--- src/rtl/dcache_pkg.sv ---
// dcache_pkg: shared encodings and address field layout for the data-cache controller
package dcache_pkg;
  localparam int ADDR_W = 32;
  localparam int TAG_W = 23;
  localparam int IDX_W = 4;
  localparam int LINE_W = 256;
  localparam int WORD_W = 32;
  localparam int OFF_W = 3;
  localparam int TAG_LSB = 9;
  localparam int IDX_LSB = 5;
  localparam int OFF_LSB = 2;
  localparam int VALID = 24;
  localparam int DIRTY = 23;
  typedef enum logic [1:0] {IDLE, WRITEBACK, ALLOCATE, REFILL} state_e;
endpackage

--- src/rtl/dcache_word_merge.sv ---
// dcache_word_merge: selects one word of a line for loads and replaces it for stores
//   line_i  cache line      off_i  word offset      word_i  store word
//   word_o  selected word   line_o line with word off_i replaced by word_i
module dcache_word_merge
  import dcache_pkg::*;
(
  input  logic [LINE_W-1:0] line_i,
  input  logic [OFF_W-1:0]  off_i,
  input  logic [WORD_W-1:0] word_i,
  output logic [WORD_W-1:0] word_o,
  output logic [LINE_W-1:0] line_o
);
  always_comb begin
    word_o = line_i[{off_i, 5'b0} +: WORD_W];
    line_o = line_i;
    line_o[{off_i, 5'b0} +: WORD_W] = word_i;
  end
endmodule

--- src/rtl/dcache_controller.sv ---
// dcache_controller: write-back/write-allocate sequencer between CPU, cache SRAM and memory
//   clk_i/rst_i                     clock, async active-high reset
//   cpu_req/write/addr/data_i       CPU access, held while cpu_stall_o
//   cpu_data_o/cpu_stall_o          load data, pipeline stall
//   sram_addr/tag/data/enable/write_o, sram_tag/data/hit_i   cache SRAM port
//   mem_enable/write/addr/data_o, mem_data_i/mem_ack_i        main-memory line port
module dcache_controller
  import dcache_pkg::*;
(
  input  logic                clk_i,
  input  logic                rst_i,
  input  logic                cpu_req_i,
  input  logic                cpu_write_i,
  input  logic [ADDR_W-1:0]   cpu_addr_i,
  input  logic [WORD_W-1:0]   cpu_data_i,
  output logic [WORD_W-1:0]   cpu_data_o,
  output logic                cpu_stall_o,
  output logic [IDX_W-1:0]    sram_addr_o,
  output logic [TAG_W+1:0]    sram_tag_o,
  output logic [LINE_W-1:0]   sram_data_o,
  output logic                sram_enable_o,
  output logic                sram_write_o,
  input  logic [TAG_W+1:0]    sram_tag_i,
  input  logic [LINE_W-1:0]   sram_data_i,
  input  logic                sram_hit_i,
  output logic                mem_enable_o,
  output logic                mem_write_o,
  output logic [ADDR_W-1:0]   mem_addr_o,
  output logic [LINE_W-1:0]   mem_data_o,
  input  logic [LINE_W-1:0]   mem_data_i,
  input  logic                mem_ack_i
);
  state_e state_q, state_d;
  logic [ADDR_W-1:IDX_LSB] addr_q, addr_d;
  logic [TAG_W-1:0] victim_q, victim_d;
  logic [LINE_W-1:0] line_q, line_d;
  logic [WORD_W-1:0] rd_word;
  logic [LINE_W-1:0] wr_line;
  logic req, wr_hit;
  // Reset also masks the request so every output is low while rst_i is held.
  assign req = cpu_req_i & ~rst_i;
  assign wr_hit = cpu_write_i & sram_hit_i;
  dcache_word_merge u_merge (
    .line_i (sram_data_i),
    .off_i  (cpu_addr_i[IDX_LSB-1:OFF_LSB]),
    .word_i (cpu_data_i),
    .word_o (rd_word),
    .line_o (wr_line)
  );
  always_ff @(posedge clk_i or posedge rst_i) begin
    if (rst_i) begin
      state_q <= IDLE;
      addr_q <= '0;
      victim_q <= '0;
      line_q <= '0;
    end else begin
      state_q <= state_d;
      addr_q <= addr_d;
      victim_q <= victim_d;
      line_q <= line_d;
    end
  end
  always_comb begin
    state_d = state_q;
    addr_d = addr_q;
    victim_d = victim_q;
    line_d = line_q;
    cpu_data_o = '0;
    cpu_stall_o = 1'b0;
    sram_addr_o = '0;
    sram_tag_o = '0;
    sram_data_o = '0;
    sram_enable_o = 1'b0;
    sram_write_o = 1'b0;
    mem_enable_o = 1'b0;
    mem_write_o = 1'b0;
    mem_addr_o = '0;
    mem_data_o = '0;
    case (state_q)
      IDLE: if (req) begin
        sram_enable_o = 1'b1;
        sram_addr_o = cpu_addr_i[TAG_LSB-1:IDX_LSB];
        sram_tag_o = {1'b1, wr_hit, cpu_addr_i[ADDR_W-1:TAG_LSB]};
        sram_write_o = wr_hit;
        sram_data_o = wr_hit ? wr_line : '0;
        cpu_data_o = (sram_hit_i & ~cpu_write_i) ? rd_word : '0;
        cpu_stall_o = ~sram_hit_i;
        if (!sram_hit_i) begin
          addr_d = cpu_addr_i[ADDR_W-1:IDX_LSB];
          victim_d = sram_tag_i[TAG_W-1:0];
          line_d = sram_data_i;
          state_d = (sram_tag_i[VALID] & sram_tag_i[DIRTY]) ? WRITEBACK : ALLOCATE;
        end
      end
      WRITEBACK: begin
        cpu_stall_o = 1'b1;
        sram_addr_o = addr_q[TAG_LSB-1:IDX_LSB];
        mem_enable_o = 1'b1;
        mem_write_o = 1'b1;
        mem_addr_o = {victim_q, addr_q[TAG_LSB-1:IDX_LSB], 5'b0};
        mem_data_o = line_q;
        state_d = mem_ack_i ? ALLOCATE : WRITEBACK;
      end
      ALLOCATE: begin
        cpu_stall_o = 1'b1;
        sram_addr_o = addr_q[TAG_LSB-1:IDX_LSB];
        mem_enable_o = 1'b1;
        mem_addr_o = {addr_q, 5'b0};
        line_d = mem_ack_i ? mem_data_i : line_q;
        state_d = mem_ack_i ? REFILL : ALLOCATE;
      end
      REFILL: begin
        cpu_stall_o = 1'b1;
        sram_enable_o = 1'b1;
        sram_write_o = 1'b1;
        sram_addr_o = addr_q[TAG_LSB-1:IDX_LSB];
        sram_tag_o = {2'b10, addr_q[ADDR_W-1:TAG_LSB]};
        sram_data_o = line_q;
        state_d = IDLE;
      end
    endcase
  end
endmodule

--- config.mk ---
export PLATFORM = sky130hd
export DESIGN_NAME = dcache_controller
export DESIGN_NICKNAME = d
export VERILOG_FILES = /design/src/rtl/dcache_pkg.sv /design/src/rtl/dcache_word_merge.sv /design/src/rtl/dcache_controller.sv
export SDC_FILE = /design/constraint.sdc
export NUM_CORES = 1
export LEC_CHECK = 0
export CAP_MARGIN = 20
export CORE_AREA = 8 8 461 463
export CTS_BUF_LIST = sky130_fd_sc_hd__clkbuf_16
export DETAILED_ROUTE_END_ITERATION = 7
export DIE_AREA = 0 0 469 471
export GPL_TIMING_DRIVEN = 0
export PLACE_DENSITY_LB_ADDON = 0.3
export REMOVE_ABC_BUFFERS = 1
export SLEW_MARGIN = 20
export SYNTH_ARGS = -nofsm -noshare
export SYNTH_HDL_FRONTEND = slang
export SYNTH_SLANG_ARGS = --single-unit
--- constraint.sdc ---
create_clock -name clk_i -period 10.5 [get_ports clk_i]
set_input_delay 1.575 -clock clk_i [delete_from_list [all_inputs] [get_ports clk_i]]
set_output_delay 1.575 -clock clk_i [all_outputs]
set_load 0.01 [all_outputs]
==> key figures <==
Setup path
  • WP data required: 8.93 ns
  • Critical Path Slowest Stage Cell: clkdlybuf4s50_1
  • Reg2Reg Depth: 13
  • Critical path's most frequent cell: buf_4
  • CP Class: in2out
  • Crit path launch type: primary input
  • CP Capture Type: output pin
  • Critical Path AT: 6.74 ns
  • Crit-path max FO: 28
  • Worst path cell trace: buf_8, buf_16, buf_16, inv_1, ha_1, ha_1, inv_1, nor4_2, buf_2, buf_4, buf_2, buf_4, buf_4, a221o_1, clkdlybuf4s50_1
  • Critical path's top delay family: buffers and inverters
  • RR Endpoint: line_q[140]
  • CP peak stage delay: 0.73 ns
  • Crit path buf inv count: 11
  • R2R setup slack: 6.41 ns
  • Worst r2r src: state_q[0]

Power and ir drop
  • Leak: 15.84 nW
  • Peak supply drop: 0.1740 mV
  • Final total power: 0.01094 W
  • Cell Pwr Density: 249.4 nW/um^2

Logic synthesis
  • Register area share after synthesis: 30.53%
  • Mapped Avg Cell Area: 10.45 sq um
  • Post-Syn Area: 25,250 sq um
  • Synth cell types: 56
  • Fraction of the mapped netlist area in adder cells: 0.5451%
  • Post-synthesis mux area share: 30.64%
  • Synth top area cells: dfrtp_1 (31%), mux2_2 (24%), and2_1 (12%), a221o_1 (7.6%), mux4_2 (5.7%)
  • Post-synthesis compound-gate area fraction: 16.93%
  • Synth Area in Simple Gates: 15.56%
  • Flops & latches, synth: 308
  • Xor and xnor fraction of the mapped netlist area: 0%
  • Ys async rst share: 100.0%
  • Synth Warn #: 0
  • Synth top area share: 30.53%
  • Largest area contributor in the netlist: dfrtp_1
  • Post-synth EDFFs: 0
  • Largest family of logic cells by synthesized area: multiplexers
  • Top_reg_cell synth: dfrtp_1
  • Mapped Cells: 2,416

Die
  • Die area: 220,900 sq um
  • Die Ht: 471 um
  • Num ports: 1,217
  • Die width: 469 um
  • Core ar.: 205,600 sq um
  • Initial Utilization: 12.28%
  • Row count: 167

Placed design
  • Post-Place Cells: 6,233
  • Dpl hpwl: 201,500 um
  • IO buf count: 1,209
  • DP Area: 42,370 sq um
  • Routability Congestion: 0.8672
  • Dpl ws: 2.146 ns

STA
  • Finish-stage setup viols: 0
  • RSZ-0062 raised after global routing: false
  • Final min period: 8.312 ns
  • Fin crit share: 79.16%
  • Max Clk Rate: 120.3 MHz
  • Final hold vios: 0
  • Final worst slack: 2.188 ns
  • Max-slew violations: 0
  • Slew margin rel.: 23.60%
  • Worst Clk Skew: 0.01849 ns
  • Slew @ Worst Pin: 1.137 ns

Clock tree
  • # clock sinks: 308
  • CTS resizes: 0
  • Clk slew on worst S/H paths: 0.06 ns
  • Root buffer cell: clkbuf_16
  • Post-CTS Setup Bufs: 0
  • CTS tree: done
  • CTS Hold Bufs: 0
  • CTS Buffer Depth: 3
  • Worst-Skew Late Latency: 0.68 ns
  • CTS H-Tree Depth: 2
  • CTS buffer count: 49

Cells and area
  • Final instance area: 43,860 sq um
  • Final nets: 4,200
  • Util after Layout: 21.33%
  • Area Overhead vs Synth: 73.73%
  • Share of post-route cells with drive strength above 1: 24.52%
  • Post-route insts no fill: 6,341

Drt
  • Vias per cell: 4.436
  • DR vias: 28,130
  • Number of nets with antenna violations after routing: 0
  • DR WL/cell: 38.21 um
  • DR pass1 iterations: 6
  • Post-route DRC: 0
  • Drt first-iter violations: 2,552
  • Final WL: 242,300 um

Worst hold path
  • Hold Path Class: reg2reg
  • Hold Path Stages: 1
  • Hold path startpoint: line_q[59]
  • WHS Endpoint: line_q[59]

GRT
  • Congestion Overflow GR: 0
  • Pin count of the biggest net entering global routing: 77
  • First-pass GRT wire length: 307,700 um
  • Initial antenna violation count: 66
  • GRT Overall Usage: 20.80%
  • Vias in the first global route: 28,610

Status
  • Status: finished clean

Flow run
  • Max Cap Viol: 0
[per-stage QoR]
step,hold WS (ns),setup TNS (ns)
3_3_place_gp,0.4784,-
3_5_place_dp,0.4857,0
4_1_cts,0.4988,0
2_1_floorplan,0.4641,-2372.50
5_1_grt,0.5208,0
6_report,0.4979,0
[placed cells by master, fill, tap and decap left out, drive strengths merged, types with 2 or more instances in the layout]
cell type and instances:
mux2 558, buf 174, ha 11, mux4 64, nor2 28, nand3 33, a221oi 23, o41a 5
a21oi 11, a22o 32, and2 467, and3b 2, a21boi 32, clkbuf 50, nor3b 2, a221o 192
nor4b 2, diode 27, o31a 18, nor4 2, nor3 23, and3 9, conb 5, clkdlybuf4s50 1207
a41oi 9, clkinv 15, nor4bb 2, a22oi 46, nor2b 26, dfrtp 308, o21ai 70, a311oi 38
o22ai 4, nand2b 2, inv 46, clkinvlp 4, nand2 66, a211oi 11
[power by group]
group / internal, W / leakage (nW) / total (W) / switching, W
logic: 0.00354 / 11.5 / 0.00704 / 0.00350
clock network: 0.000861 / 0.719 / 0.00160 / 0.000738
registers: 0.00182 / 3.64 / 0.00230 / 0.000480
[worst max-delay path by stage]
stage                        startpoint         endpoint  slack [ns]  cells past startpoint
after floorplan              state_q[0]       line_q[55]       -9.34                      4
after global routing      cpu_addr_i[2]  sram_data_o[81]        2.09                     15
after detailed placement  cpu_addr_i[2]  sram_data_o[81]        2.15                     15
after global placement       state_q[0]       line_q[62]      -47.66                      4
final                     cpu_addr_i[2]  sram_data_o[81]        2.19                     15
after CTS                 cpu_addr_i[2]  sram_data_o[81]        2.14                     15
[Yosys cell counts, types with 5 or more instances]
library cell  count
nor3_1           23
ha_1             11
a22o_1           32
a311oi_1         32
a41oi_1           9
nand2_1          66
mux2_1           20
and2_1          466
buf_6            22
o41a_1            5
buf_2            34
a22oi_1          46
o21ai_0          68
o31a_1           18
inv_1            36
buf_1             6
a311oi_4          5
nor2_1           28
mux2_2          538
nand3_1          33
and3_1            9
dfrtp_1         308
a21oi_1          11
a21boi_0         32
mux4_2           64
a221oi_1         22
a211oi_1         11
clkbuf_1        182
buf_4            27
a221o_1         192
nor2b_1          26
[registers in the layout, summed over array words and instances, names as in the netlist]
name	cells
state_q	2
line_q	256
addr_q	27
victim_q	23
[kinds of logic (layout without fill, tap and decap cells)]
group	count (synthesis)	count (layout)
buffers and inverters	307	1497
AND/OR/NAND/NOR	670	670
adder cells (fa/ha/maj)	11	11
multiplexers	623	623
other	1	32
flip-flops	308	308
AO/OA/AOI/OAI	496	496
[final cells by class]
type,count,area [sq um]
clock buffer,49,1226
inverter,36,142.6
timing repair buffer,1382,14800
tap,2704,3383
clock inverter,30,191.4
fill,22500,161700
antenna,27,67.56
sequential,308,7707
multi-input combinational,1805,16340
[routing by layer]
metal  vias up  wire length (um)  GRT usage [%]
met2      1819            110500          33.78
met3       366             29250          9.429
met4        46             10970          8.305
li1      11480                 -              -
met5         -               292              0
met1     14430             91260          23.73
No activity file was read; power rests on OpenSTA's default activity.
==> RTL change: new RTL, same settings <==
The package constant `LINE_W` goes from 256 to 264.
--- a/src/rtl/dcache_pkg.sv
+++ b/src/rtl/dcache_pkg.sv
@@ -3,7 +3,7 @@
   localparam int ADDR_W = 32;
   localparam int TAG_W = 23;
   localparam int IDX_W = 4;
-  localparam int LINE_W = 256;
+  localparam int LINE_W = 264;
   localparam int WORD_W = 32;
   localparam int OFF_W = 3;
   localparam int TAG_LSB = 9;
Ports: changed (resized mem_data_i, mem_data_o, sram_data_i and sram_data_o); port bits go from 1217 to 1249. The function was not compared with the original's and may differ.
==> RTL change against the unedited design <==
Sequential power grew 7%. Largest power group unchanged. Utilization grew 0.34 points. Final area up 1.6%. Combinational power up 11%. Synthesized cell count grew 29%. Sequential cell count is 8 higher. Total power is 9.0% higher. Routed wire length rose by 8.2%. Die area did not move. Worst setup slack improved by 0.027 ns. Register-to-register slack improved by 0.14 ns. Area after synthesis rose by 2.6%. Final cell count up 9.9%.
==> RTL change: results (changes against the unedited design) <==
Final layout:
- The share of final-layout standard cells stronger than drive strength 1 was 8.14% (-16 points).
- The number of flip-flops in the largest register came to 264 (+3.1%).
- In the final layout, the registers with the most flip-flops are line_q x264, addr_q x27, victim_q x23.
- The number of nets in the finished design is 4827 (+15%).
- The fill cell instance count of the final layout is 22653 (+0.67%).

Routing:
- The length of routed wiring on met1 is 101 mm (+11%).
- The via density per instance is 4.76 (+7.2%).
- The routed wire length is 262 mm (+8.2%).
- The number of violations reported at the end of detailed-routing iteration 0 is 3212 (+26%).
- The number of detailed-route iterations in the first pass came to 8 (+2).
- The wire length on met2 came to 116 mm (+5.3%).
- The uppermost layer routed is met5.
- The length of routed met3 wiring is 29.8 mm (+1.9%).
- The detail-routed net length per standard cell is 37.6 um (-1.6%).

Clock network:
- The number of resized instances in the post-cts repair step came to 0 (unchanged).
- The number of levels in the clock H-tree is 2 (unchanged).

Placed design:
- The post-placement worst setup slack is 2.35 ns (+0.208 ns).
- The number of placed instances, taps included was 6846 (+9.8%).
- The number of buffer cells added on primary ports was 1241 (+2.6%).
- The detailed placement HPWL is 210 mm (+4.4%).
- The placed instance area is 43000 um2 (+1.5%).
- The final RePlAce weighted congestion is 0.888 (+2.4%).

Synth:
- The number of unique standard cell types used by synthesis was 51 (-8.9%).
- The sequential area share after synthesis is 30.5% (about the same).
- The average footprint of a synthesized cell was 8.33 um2 (-20%).
- Sorting the synthesized cells by how often they occur yields 395 x sky130_fd_sc_hd__a21oi_1, 347 x sky130_fd_sc_hd__nand2_1, 316 x sky130_fd_sc_hd__dfrtp_1.
- By area the synthesized netlist is led by sky130_fd_sc_hd__dfrtp_1 31%, sky130_fd_sc_hd__mux2i_1 10%, sky130_fd_sc_hd__a21oi_1 7.6%.

Timing:
- The worst slew margin relative to its limit is 21.9% (-1.7 points).
- The clock skew was 0.0245 ns (+0.00603 ns).

Pwr:
- The share of total power in the clock network came to 13.8% (-0.8 points).
- The clock network power is 0.00164 W (+2%).
- The maximum VDD drop is 0.000244 V (+40%).
- The net load switching power is 0.00580 W (+23%).
- The leakage dissipation was 15.9 nW (+0.15%).
- The power of the combinational group was 0.00784 W (+11%).

GRT:
- The wire length of the first global-routing pass is 336 mm (+9.1%).
- The number of global-route vias before repair is 32226 (+13%).
- The initial antenna violation count is 101 (+53%).
- The maximum number of pins on one net before global-route repair is 75 (-2.6%).
- The met1 global-route usage came to 26.5% (+2.8 points).
- The global routing usage summed across all routing layers is 22.4% (+1.6 points).
- The global-route track usage on met2 is 34.9% (+1.2 points).
- The met3 usage in global routing came to 8.90% (-0.53 points).

Worst setup path:
- The slowest stage cell on the critical path is sky130_fd_sc_hd__a221oi_1.
- The largest driver fanout on the critical path is 41 (+46%).
- The largest stage delay on the critical path is 0.99 ns (+0.26 ns).
- The data arrival time of the worst path is 6.71 ns (-0.03 ns).

Min path:
- The min-delay analysis places its worst path in the category register to register.

Run status:
- The flow ran to the end, and the final reports show no timing, DRC or antenna violations.
==> RTL change: changes by cell type in the layout (fill, tap and decap cells not counted), sizes merged, moves of 196 or more <==
| cell | unedited run | this run |
|---|---|---|
| a21oi | 11 | 395 |
| nand2 | 66 | 348 |
| mux2 | 558 | 46 |
| nor2 | 28 | 294 |
| mux2i | 1 | 264 |
| and2 | 467 | 271 |
==> RTL change: worst register-to-register path, delay by kind of cell (launching register included) <==
kind / cells / cell delay, ns
compound gates: 2 / 0.58
simple gates: 2 / 0.56
buf+inv: 9 / 1.90
flops: 1 / 0.47
fa+ha+maj: 1 / 0.35
==> RTL change: area by class of cell <==
cell class,instances,area (um2),share of cell area [%]
inverters,45,186,0.418
flip-flops and latches,316,7910,17.7
multi-input cells,2402,16300,36.7
clock buffers,49,1230,2.75
well taps,2704,3380,7.59
repair buffers,1379,15200,34.1
clock inverters,36,225,0.505
diodes,40,100,0.225
==> RTL change: kinds of logic (layout without fill, tap and decap cells) <==
group	count (synthesis)	in the layout	share of synthesized area [%]
AOI/OAI and AO/OA	1016	1016	26.0
adders and majority gates	11	11	0.531
buffers and inverters	395	1509	7.22
DFF	316	316	30.5
muxes	374	374	17.8
other	1	45	0.0145
and+or+nand+nor	996	996	18.0
==> RTL change: path summary, 6_finish.rpt <==
kind | start | end | slack, ns | cells after the start
min | victim_q[1] | victim_q[1] | 0.51 | 1
min in group asynchronous | rst_i | line_q[218] | 1.43 | 2
min reg2reg | victim_q[1] | victim_q[1] | 0.51 | 1
max reg2reg | state_q[0] | line_q[167] | 6.55 | 14
max in group asynchronous | rst_i | line_q[199] | 7.26 | 5
max | cpu_addr_i[2] | sram_data_o[151] | 2.21 | 11
